===== config.mk =====
export PLATFORM = sky130hd
export DESIGN_NAME = multicycle_alu
export DESIGN_NICKNAME = d
export VERILOG_FILES = /design/src/rtl/multicycle_alu.sv
export SDC_FILE = /design/constraint.sdc
export NUM_CORES = 1
export LEC_CHECK = 0
export ABC_AREA = 1
export CORE_ASPECT_RATIO = 2
export CORE_MARGIN = 3
export CORE_UTILIZATION = 45
export DETAILED_ROUTE_END_ITERATION = 16
export PLACE_DENSITY = 0.76
export SETUP_SLACK_MARGIN = 0.3
export SLEW_MARGIN = 20
export SYNTH_ARGS = -nofsm -noshare
export SYNTH_HDL_FRONTEND = slang
export SYNTH_SLANG_ARGS = --single-unit

===== constraint.sdc =====
create_clock -name clk -period 4.6 [get_ports clk]
set_input_delay 0.46 -clock clk [delete_from_list [all_inputs] [get_ports clk]]
set_output_delay 0.46 -clock clk [all_outputs]
set_load 0.005 [all_outputs]

===== src/rtl/multicycle_alu.sv =====
// Valid/ready ALU: single-cycle ADD/SUB/AND/OR/SLT plus an iterative shift-add MUL.
// Define ALU_DIV_EN to add a restoring unsigned DIV that shares the MUL iteration datapath.
module multicycle_alu #(
    parameter int unsigned WIDTH = 32
) (
    input  logic             clk,
    input  logic             rst,
    input  logic             in_valid,
    output logic             in_ready,
    input  logic [WIDTH-1:0] a,
    input  logic [WIDTH-1:0] b,
    input  logic [2:0]       operation,
    output logic             out_valid,
    input  logic             out_ready,
    output logic [WIDTH-1:0] result,
    output logic [WIDTH-1:0] result_hi,
    output logic             zero,
    output logic             div_by_zero
);

    localparam int unsigned CNT_W = $clog2(WIDTH + 1);

    localparam logic [2:0] OP_NOP = 3'b000;
    localparam logic [2:0] OP_ADD = 3'b001;
    localparam logic [2:0] OP_SUB = 3'b010;
    localparam logic [2:0] OP_AND = 3'b011;
    localparam logic [2:0] OP_OR  = 3'b100;
    localparam logic [2:0] OP_SLT = 3'b101;
    localparam logic [2:0] OP_MUL = 3'b110;
`ifdef ALU_DIV_EN
    localparam logic [2:0] OP_DIV = 3'b111;
`endif

    typedef enum logic [1:0] {
        IDLE = 2'd0,
        BUSY = 2'd1,
        DONE = 2'd2
    } state_e;

    state_e           state_q;
    logic             in_ready_q;
    logic             out_valid_q;
    logic [WIDTH-1:0] result_q;
    logic [WIDTH-1:0] result_hi_q;
    logic             zero_q;

    // Iteration registers: MUL keeps {partial product, multiplier},
    // DIV keeps {partial remainder, dividend/quotient}; opnd_q is multiplicand or divisor.
    logic [WIDTH-1:0] hi_q;
    logic [WIDTH-1:0] lo_q;
    logic [WIDTH-1:0] opnd_q;
    logic [CNT_W-1:0] cnt_q;

    logic             accept;
    logic             start_busy;
    logic [WIDTH-1:0] sc_res_d;
    logic [WIDTH-1:0] sc_hi_d;
    logic             slt;

    logic [WIDTH:0]   mul_sum;
    logic [WIDTH-1:0] mul_hi_d;
    logic [WIDTH-1:0] mul_lo_d;
    logic [WIDTH-1:0] step_hi_d;
    logic [WIDTH-1:0] step_lo_d;

`ifdef ALU_DIV_EN
    logic             is_div_q;
    logic             dbz_q;
    logic             sc_dbz_d;
    logic             start_div;
    logic [WIDTH:0]   div_r;
    logic             div_ge;
    logic [WIDTH-1:0] div_diff;
    logic [WIDTH-1:0] div_hi_d;
    logic [WIDTH-1:0] div_lo_d;
`endif

    assign accept = in_valid && in_ready_q && (state_q == IDLE);
    assign slt    = $signed(a) < $signed(b);

`ifdef ALU_DIV_EN
    assign start_div  = (operation == OP_DIV) && (b != '0);
    assign start_busy = (operation == OP_MUL) || start_div;
`else
    assign start_busy = (operation == OP_MUL);
`endif

    // Results of the ops that complete in the accept cycle
    always_comb begin
        sc_res_d = '0;
        sc_hi_d  = '0;
`ifdef ALU_DIV_EN
        sc_dbz_d = 1'b0;
`endif
        case (operation)
            OP_NOP: sc_res_d = '0;
            OP_ADD: sc_res_d = a + b;
            OP_SUB: sc_res_d = a - b;
            OP_AND: sc_res_d = a & b;
            OP_OR:  sc_res_d = a | b;
            OP_SLT: sc_res_d = {{(WIDTH-1){1'b0}}, slt};
`ifdef ALU_DIV_EN
            OP_DIV: begin
                sc_res_d = '1;
                sc_hi_d  = a;
                sc_dbz_d = 1'b1;
            end
`endif
            default: sc_res_d = '0;
        endcase
    end

    // One shift-add step: conditionally add the multiplicand, then shift the pair right
    always_comb begin
        mul_sum  = {1'b0, hi_q} + (lo_q[0] ? {1'b0, opnd_q} : {(WIDTH+1){1'b0}});
        mul_hi_d = mul_sum[WIDTH:1];
        mul_lo_d = {mul_sum[0], lo_q[WIDTH-1:1]};
    end

`ifdef ALU_DIV_EN
    // One restoring step; when div_ge the difference is below the divisor, so WIDTH bits suffice
    always_comb begin
        div_r    = {hi_q, lo_q[WIDTH-1]};
        div_ge   = div_r >= {1'b0, opnd_q};
        div_diff = div_r[WIDTH-1:0] - opnd_q;
        div_hi_d = div_ge ? div_diff : div_r[WIDTH-1:0];
        div_lo_d = {lo_q[WIDTH-2:0], div_ge};
    end

    assign step_hi_d = is_div_q ? div_hi_d : mul_hi_d;
    assign step_lo_d = is_div_q ? div_lo_d : mul_lo_d;
`else
    assign step_hi_d = mul_hi_d;
    assign step_lo_d = mul_lo_d;
`endif

    // Control FSM with registered handshake and result outputs
    always_ff @(posedge clk or negedge rst) begin
        if (!rst) begin
            state_q     <= IDLE;
            in_ready_q  <= 1'b0;
            out_valid_q <= 1'b0;
            result_q    <= '0;
            result_hi_q <= '0;
            zero_q      <= 1'b1;
            hi_q        <= '0;
            lo_q        <= '0;
            opnd_q      <= '0;
            cnt_q       <= '0;
`ifdef ALU_DIV_EN
            is_div_q    <= 1'b0;
            dbz_q       <= 1'b0;
`endif
        end else begin
            case (state_q)
                IDLE: begin
                    in_ready_q <= 1'b1;
                    if (accept) begin
                        in_ready_q <= 1'b0;
                        if (start_busy) begin
                            state_q <= BUSY;
                            cnt_q   <= CNT_W'(WIDTH);
                            hi_q    <= '0;
`ifdef ALU_DIV_EN
                            is_div_q <= start_div;
                            lo_q     <= start_div ? a : b;
                            opnd_q   <= start_div ? b : a;
`else
                            lo_q     <= b;
                            opnd_q   <= a;
`endif
                        end else begin
                            state_q     <= DONE;
                            out_valid_q <= 1'b1;
                            result_q    <= sc_res_d;
                            result_hi_q <= sc_hi_d;
                            zero_q      <= (sc_res_d == '0);
`ifdef ALU_DIV_EN
                            dbz_q       <= sc_dbz_d;
`endif
                        end
                    end
                end
                BUSY: begin
                    hi_q  <= step_hi_d;
                    lo_q  <= step_lo_d;
                    cnt_q <= cnt_q - CNT_W'(1);
                    if (cnt_q == CNT_W'(1)) begin
                        state_q     <= DONE;
                        out_valid_q <= 1'b1;
                        result_q    <= step_lo_d;
                        result_hi_q <= step_hi_d;
                        zero_q      <= (step_lo_d == '0);
`ifdef ALU_DIV_EN
                        dbz_q       <= 1'b0;
`endif
                    end
                end
                DONE: begin
                    if (out_ready) begin
                        state_q     <= IDLE;
                        out_valid_q <= 1'b0;
                        in_ready_q  <= 1'b1;
                    end
                end
                default: begin
                    state_q     <= IDLE;
                    out_valid_q <= 1'b0;
                    in_ready_q  <= 1'b0;
                end
            endcase
        end
    end

    assign in_ready  = in_ready_q;
    assign out_valid = out_valid_q;
    assign result    = result_q;
    assign result_hi = result_hi_q;
    assign zero      = zero_q;
`ifdef ALU_DIV_EN
    assign div_by_zero = dbz_q;
`else
    assign div_by_zero = 1'b0;
`endif

endmodule


* After elaboration in Yosys (flattened, before gate mapping)
Index checks and enable logic that the tools add are counted.
Cells by class: muxes and demuxes 36, add/sub/neg operators 4, equality and inequality tests 14, reductions and logical operators 12, order comparisons 1, bitwise operators 3
Operators by type and width (count):
- $mux 32 | 11
- $pmux 32 s2 | 4
- $pmux 32 s5 | 1
- $logic_not 32->1 | 2
- $add 32x32->33 | 1
- $add 32x32->32 | 1
- $and 32x32->32 | 1
- $lt 32x32->1 | 1
- $or 32x32->32 | 1
- $sub 32x32->32 | 1
- $mux 6 | 2
- $pmux 6 s2 | 1
- $ne 2x2->1 const B | 5
- $eq 3x3->1 const B | 3
- $mux 1 | 9
- $reduce_and 3->1 | 3
- $mux 2 | 4
- $reduce_and 4->1 | 2
- $eq 3x2->1 const B | 2
- $eq 6x1->1 const B | 1
- $pmux 1 s3 | 2
- $pmux 2 s3 | 1
- $sub 6x1->6 const B | 1
- $eq 3x1->1 const B | 1
- other kinds (8) | 9
Word-level totals: logic and storage cells 80, register bits after elaboration 171, input port bits 71, output and inout port bits 68

* Depth between registers and ports, before layout
Gate-level depths: netlist of run 1.
depth in word-level cells 6, gate-level depth with buffers 22, depth with buffers taken out 21

* Worst setup path before layout of run 1
Ideal clock, no wire load.
path type reg2reg, from reg lo_q[0], to reg hi_q[31], slack 2.092 ns, library setup time 0.136 ns, data required time 4.464 ns, period minus slack after synthesis 2.508 ns, buffers on the path 2, arrival time 2.372 ns, cell stages (with the launch flop) 18, cell sequence dfrtp_1 clkbuf_1 clkbuf_1 nand2_1 inv_1 fa_1 nand2_1 nand3_1 o21ai_1 o21ai_0 nand3_1 nand3_1 nand2_1 nand2_1 a21boi_1 inv_1 a21boi_1 o21ai_0
Between the ends: word-level cells in the longest chain between the ends 3
RTL lines:
- start, declared | line 50 | logic [WIDTH-1:0] lo_q;
- start signal, assigned | line 186 | lo_q <= step_lo_d;
- $mux 32 | line 115 | mul_sum = {1'b0, hi_q} + (lo_q[0] ? {1'b0, opnd_q} : {(WIDTH+1){1'b0}});
- $add 32x32->33 | line 115
- $pmux 32 s2 | line 155 | case (state_q)
- end signal, assigned | line 185 | hi_q <= step_hi_d;
- end, declared | line 49 | logic [WIDTH-1:0] hi_q;
No other way between the ends. A chain may end at the register's enable or synchronous reset.

* Final worst setup path of run 1
from in a[2], to reg zero_q (netlist: zero)
Between the ends: word-level cells in the longest chain between the ends 6, elaborated cells on any way between the ends 10, classes of those cells 2 x add/sub; 1 x order compare; 4 x mux; 2 x bitwise; 1 x reduce/logical
RTL lines:
- start, declared | line 10 | input logic [WIDTH-1:0] a,
- $sub 32x32->32, or another cell as far along | line 98 | OP_SUB: sc_res_d = a - b;
- $pmux 32 s5 * | line 95 | case (operation)
- $logic_not 32->1 * | line 177 | zero_q <= (sc_res_d == '0);
- $mux 1 * | line 160 | if (start_busy) begin
- $mux 1 * | line 158 | if (accept) begin
- $pmux 1 s2 * | line 155
- end signal, assigned | line 177
- end signal, assigned | line 193 | zero_q <= (step_lo_d == '0);
- end, declared | line 45 | logic zero_q;
Every way passes the cells marked *; elsewhere a longest branch is shown, timed or not. The select of a mux whose other input is x is not followed.

==> flow_summary.yaml, run 1 <==
power_and_ir_drop:
  vdd_drop_max_mv: 0.4460
  power.leakage_uw: 0.009467
  powerDensity_nw_per_um2: 522.2
route:
  drc: 0
  ant_nets: 0
  vias: 16260
  routed_wl_um: 63810
  drt_iter0_drc: 1205
  firstDrtPassIters: 6
  post_drt_wl_per_cell_um: 21.73
  vias_per_cell: 5.537
sta:
  fmax_mhz: 260.0
  rsz0062_at_grt: "no"
  final_max_slew_viol_count: 0
  fin_crit_sh_pct: 83.61
  finClkSkew_ns: 0.01093
  setup_violations: 0
  fin_crit_ns: 3.846
  hold_viol: 0
  maxSlewHeadroom_pct: 33.19
  tightestPinTransition_ns: 0.9959
  fin_setup_tns_ns: 0
placed_design:
  hpwlAfterDp_um: 52570
  globalplace.congestion: 1.067
  numPortBuffers: 137
run_status:
  status: "finished clean"
layout:
  fin_util_pct: 52.85
  diodes: 0
  drive_above_1_share_pct: 3.313
  areaGrowthSynthToFinish_pct: 15.33
  regArea_um2: 4280
  fillers: 3466
  fin_nets: 2711
  multiInputGateArea_um2: 8974
synth:
  yosysTopAreaCell: "dfrtp_1"
  ys_seq_area_share_pct: 28.16
  synth.avg_cell_area_um2: 6.375
  yosys_warnings: 0
  synth_cells: 2384
  synthTopCellsByCount: "nand2_1, inv_1, nor2_1"
  synth_ff_type: "dfrtp_1"
  synth_fp_nets: 2603
  synth_area_leaders: "dfrtp_1, nand2_1, ha_1, inv_1, nand3_1"
  ys_ff_latch: 171
  synth_edf_count: 0
  syn-cell-area_um2: 15200
  yosysTopAreaCellShare_pct: 27.99
  synth_cell_type_count: 46
  synth.most_common_cell: "nand2_1"
  synth-async-reset-ratio_pct: 100.0
worst_setup_path:
  worstPathMaxFanout: 10
  cp_cell_sequence: "clkdlybuf4s50_1 -> inv_1 -> ha_1 -> nand2_1 -> nand2_1 -> inv_1 -> nand2_1 -> nand2_1 -> nand2_1 -> a21oi_1 -> nand2_1 -> nand2_1 -> nor2_1 -> nor2_1 -> nand2_1 -> nor2_1 -> nand3_1 -> nor2_1 -> nand3_1 -> a21oi_1"
  worstPathArrival_ns: 4.23
  cp-start-kind: "input pin"
  worstSetupEndpointType: "flip-flop"
  setup.worst_path.class: "input pin to flip-flop"
  path_common_cell: "nand2_1"
  cpMaxStageDelayCell: "clkdlybuf4s50_1"
  worstPathRequired_ns: 4.98
  max_stage_delay_ns: 0.59
die:
  core_area_um2: 33170
  rows: 94
  die_h_um: 265.9
  dieWidth_um: 136.0
  start_util_pct: 45.82
  io_pins: 139
  die_area_um2: 36150
clock_tree:
  cts_max_level: 4
  cts-root-buf: "clkbuf_16"
  clock-sinks: 171
  cts_resized: 0
  clk_latency_ns: 0.45
  clockBufferDepth: 2
  postCtsSetupRepairBufs: 0
  cts_tree: "done"
  numCtsBuffers: 17
  path_clk_slew_ns: 0.07
run:
  maxCapViolations: 0
grt:
  grt_max_degree: 124
  grt-ovfl-total: 0
  antenna_found_initial: 0
  grt_util_all_layers_pct: 35.05
  grt_first_pass_wirelength_um: 94320
  grt_pass1_vias: 16250
hold_path:
  hp-class: "flip-flop to flip-flop"
[cells by family after synthesis]
family	count (synthesis)	synth area share, %
AOI/OAI and AO/OA	387	14.48
adders and majority gates	148	12.33
and+or+nand+nor	1189	32.16
buffers and inverters	488	12.84
DFF	171	28.16
other	1	0.02467
[cells in the final DEF, fill, tap and decap left out, types with 3 or more instances in the layout]
cell type / instances
a21o_1: 4
a21oi_1: 117
a31oi_1: 34
buf_4: 25
clkbuf_16: 17
clkdlybuf4s50_1: 136
dfrtp_1: 170
fa_1: 3
ha_1: 145
inv_1: 408
inv_2: 4
inv_6: 4
inv_8: 7
nand2_1: 738
nand3_1: 168
nand3b_1: 12
nand4_1: 22
nor2_1: 198
nor2_2: 6
nor3_1: 20
nor4_1: 9
o211ai_1: 11
o21ai_0: 148
o21bai_1: 16
o221ai_1: 24
o22ai_1: 24
or2_2: 7
[registers in the layout, indices dropped and copies added, names as in the netlist]
| name | count |
|---|---|
| hi_q | 32 |
| lo_q | 32 |
| opnd_q | 32 |
| result | 32 |
| result_hi | 32 |
| cnt_q | 6 |
| state_q | 2 |
| in_ready | 1 |
| out_valid | 1 |
| zero | 1 |
[final cells by class]
| cell class | count | share of cell area [%] |
|---|---|---|
| repair buffers | 164 | 9.073 |
| clock buffers | 17 | 2.427 |
| well taps | 432 | 3.084 |
| inverters | 413 | 8.844 |
| clock inverters | 15 | 0.9565 |
| multi-input cells | 1725 | 51.20 |
| flip-flops and latches | 171 | 24.42 |
[worst paths after layout]
path,cells after the start,startpoint,slack (ns),to
worst min-delay path,2,result_hi[16],0.48,result_hi[16]
max in group asynchronous,3,rst,3.01,opnd_q[9]
worst max-delay path,20,a[2],0.75,zero
min in group asynchronous,2,rst,0.51,result_hi[0]
worst min register to register,2,result_hi[16],0.48,result_hi[16]
worst max register to register,17,lo_q[0],1.29,hi_q[31]
[report_power, final]
group | switching, uW | internal [uW] | total (uW)
clock | 719 | 779 | 1500
sequential | 560 | 2220 | 2780
combinational | 3140 | 1740 | 4880
[per-layer routing]
layer / vias to the layer above / track usage, % / wire, um
li1: 7824 / - / -
met1: 7642 / 37.28 / 22760
met2: 601 / 64.36 / 33080
met3: 196 / 2.986 / 2766
met4: 0 / 23.81 / 5207
met5: - / 0 / 0
[worst max-delay path, delay by kind of cell]
kind / cells / cell delay, ns
buf+inv: 3 / 0.80
simple gates: 14 / 1.84
compound gates: 2 / 0.64
fa+ha+maj: 1 / 0.49
[timing repair]
item,4_1_cts,5_1_grt
hold endpoints to repair,48,0
setup endpoints to repair,0,0
hold buffers,1,0
[through the flow]
step                hold slack (ns)  instance area [um2]  cells  worst slack [ns]  total power, uW
global placement             0.4252                16930   2904            0.4301             7537
finish                       0.4829                17530   2937            0.7539             9154
CTS                          0.4893                17530   2937            0.8960             9100
global route                 0.4987                17530   2937            0.6397             9845
floorplan                    0.1644                15200   2384             2.092             5695
detailed placement           0.4297                16930   2904            0.4459             7597
(Power assumes the default switching activity.)
==> run 2: changes to the inputs <==
Clock period 4.6 ns to 3.7 ns, I/O delays scaled along.
==> flow_summary.yaml, run 2 (synthesis results as in run 1) <==
route:
  ant_nets: 0
  drt_iter0_drc: 1219
  post_drt_wl_per_cell_um: 19.63
  firstDrtPassIters: 7
  drc: 0
  routed_wl_um: 59590
  vias_per_cell: 5.508
  vias: 16720
sta:
  final_max_slew_viol_count: 0
  finClkSkew_ns: 0.008271
  fin_ws_ns: 0.2650
  fin_crit_ns: 3.435
  rsz0062_at_grt: "yes"
  fin_crit_sh_pct: 92.84
  hold_viol: 0
  tightestPinTransition_ns: 0.6749
  whs_ns: 0.3226
  fmax_mhz: 291.1
  setup_violations: 0
  maxSlewHeadroom_pct: 55.01
worst_setup_path:
  r2r_start: "lo_q[0]"
  worstPathRequired_ns: 4.07
  worstPathMaxFanout: 7
  cp-startpoint: "a[26]"
  cp_cell_sequence: "clkdlybuf4s50_1 -> inv_1 -> ha_1 -> nand2_1 -> nor2_2 -> inv_1 -> nor2_1 -> and2_2 -> nand2_1 -> nand2_1 -> nand2_1 -> nand3_1 -> nand3_1 -> nor2_1 -> nand2_1 -> nor2_1 -> nand3_1 -> a21oi_1"
  r2r_end: "hi_q[31]"
  max_stage_delay_ns: 0.59
  setup.worst_path.class: "input pin to flip-flop"
  reg2reg_setup_slack_ns: 0.57
  path_common_cell: "nand2_1"
  worstPathArrival_ns: 3.81
  cpMaxStageDelayCell: "ha_1"
  worstSetupEndpointType: "flip-flop"
  cp-start-kind: "input pin"
  reg2reg_depth: 16
power_and_ir_drop:
  powerDensity_nw_per_um2: 623.3
  clkPwrFrac_pct: 16.4
  power.leakage_uw: 0.009954
  swShare_pct: 46.79
  power.share.combinational_pct: 53.8
  p_sw_uw: 5342
  p_int_uw: 6074
  p_seq_share_pct: 29.8
  vdd_drop_max_mv: 0.4627
grt:
  grt_util_all_layers_pct: 32.89
  grt-ovfl-total: 0
  grt_pass1_vias: 16510
  antenna_found_initial: 4
  grt_first_pass_wirelength_um: 90010
  grt_max_degree: 106
hold_path:
  hp-class: "input pin to async pin"
layout:
  final_cell_mix: "nand2_1, inv_1, nor2_1"
  drive_above_1_share_pct: 6.956
  fin_nets: 2808
  fin_util_pct: 55.22
  mostFrequentLayoutCell: "nand2_1"
  areaGrowthSynthToFinish_pct: 20.50
clock_tree:
  path_clk_slew_ns: 0.07
  cts_max_level: 4
  cts-root-buf: "clkbuf_16"
  numCtsBuffers: 17
  clk_latency_ns: 0.44
  postCtsSetupRepairBufs: 0
  cts_tree: "done"
  clockBufferDepth: 2
  clock-sinks: 171
placed_design:
  numPortBuffers: 137
  post-place-ws_ns: -0.01403
  globalplace.congestion: 1.046
  hpwlAfterDp_um: 49040
die:
  io_pins: 139
  core_area_um2: 33170
  start_util_pct: 45.82
  dieWidth_um: 136.0
  die_h_um: 265.9
  rows: 94
  die_area_um2: 36150
run_status:
  status: "finished clean"
run:
  maxCapViolations: 0
## run 2: metal layers
layer	global-route usage, %	vias to the layer above	wire length [um]
met5	0	-	10
met4	28.22	2	6068
met3	3.741	251	3041
met2	58.67	742	30290
met1	33.37	7719	20180
li1	-	8007	-
## run 2: worst max-delay path by stage
stage	end	slack (ns)	depth (start not counted)
after floorplan	hi_q[31]	1.19	17
after detailed placement	zero	-0.01	20
after global placement	zero	-0.05	20
after CTS	zero	0.43	20
final	zero	0.27	18
after global routing	zero	0.20	18
## run 2: worst max-delay path: cells and delay by family
family                   cells  cell delay, ns
AO/OA/AOI/OAI                1            0.15
AND/OR/NAND/NOR             13            2.03
buffers and inverters        3            0.65
adder cells (fa/ha/maj)      1            0.59
## run 2: power groups by stage
stage | clock [uW] | combinational [uW] | sequential (uW)
2_1_floorplan | 0 | 3880 | 3200
3_3_place_gp | 0 | 5900 | 3370
3_5_place_dp | 0 | 6030 | 3390
4_1_cts | 1880 | 6060 | 3380
5_1_grt | 1970 | 6830 | 3480
6_report | 1870 | 6150 | 3400
## run 2: layout make-up
type / count / area (um2)
multi-input cells: 1725 / 8977
clock inverters: 15 / 178.9
fillers: 3303 / 14850
clock buffers: 17 / 425.4
inverters: 413 / 1550
repair buffers: 261 / 2356
well taps: 432 / 540.5
diodes: 2 / 5.005
flip-flops and latches: 171 / 4280
## run 2: stage by stage
stage                     total power, uW  std cells  cell area [um2]  TNS [ns]
after floorplan                      7081       2384            15200         0
after global placement               9261       3001            17690  -0.04587
after detailed placement             9416       3001            17690  -0.01403
after CTS                           11320       3034            18310         0
after global routing                12280       3036            18310         0
final                               11420       3036            18310         0
## run 2: repair_timing
action,CTS,global route
hold buffers,1,0
endpoints found under the hold margin,19,0
setup endpoints to repair,0,7
resized for setup,0,2
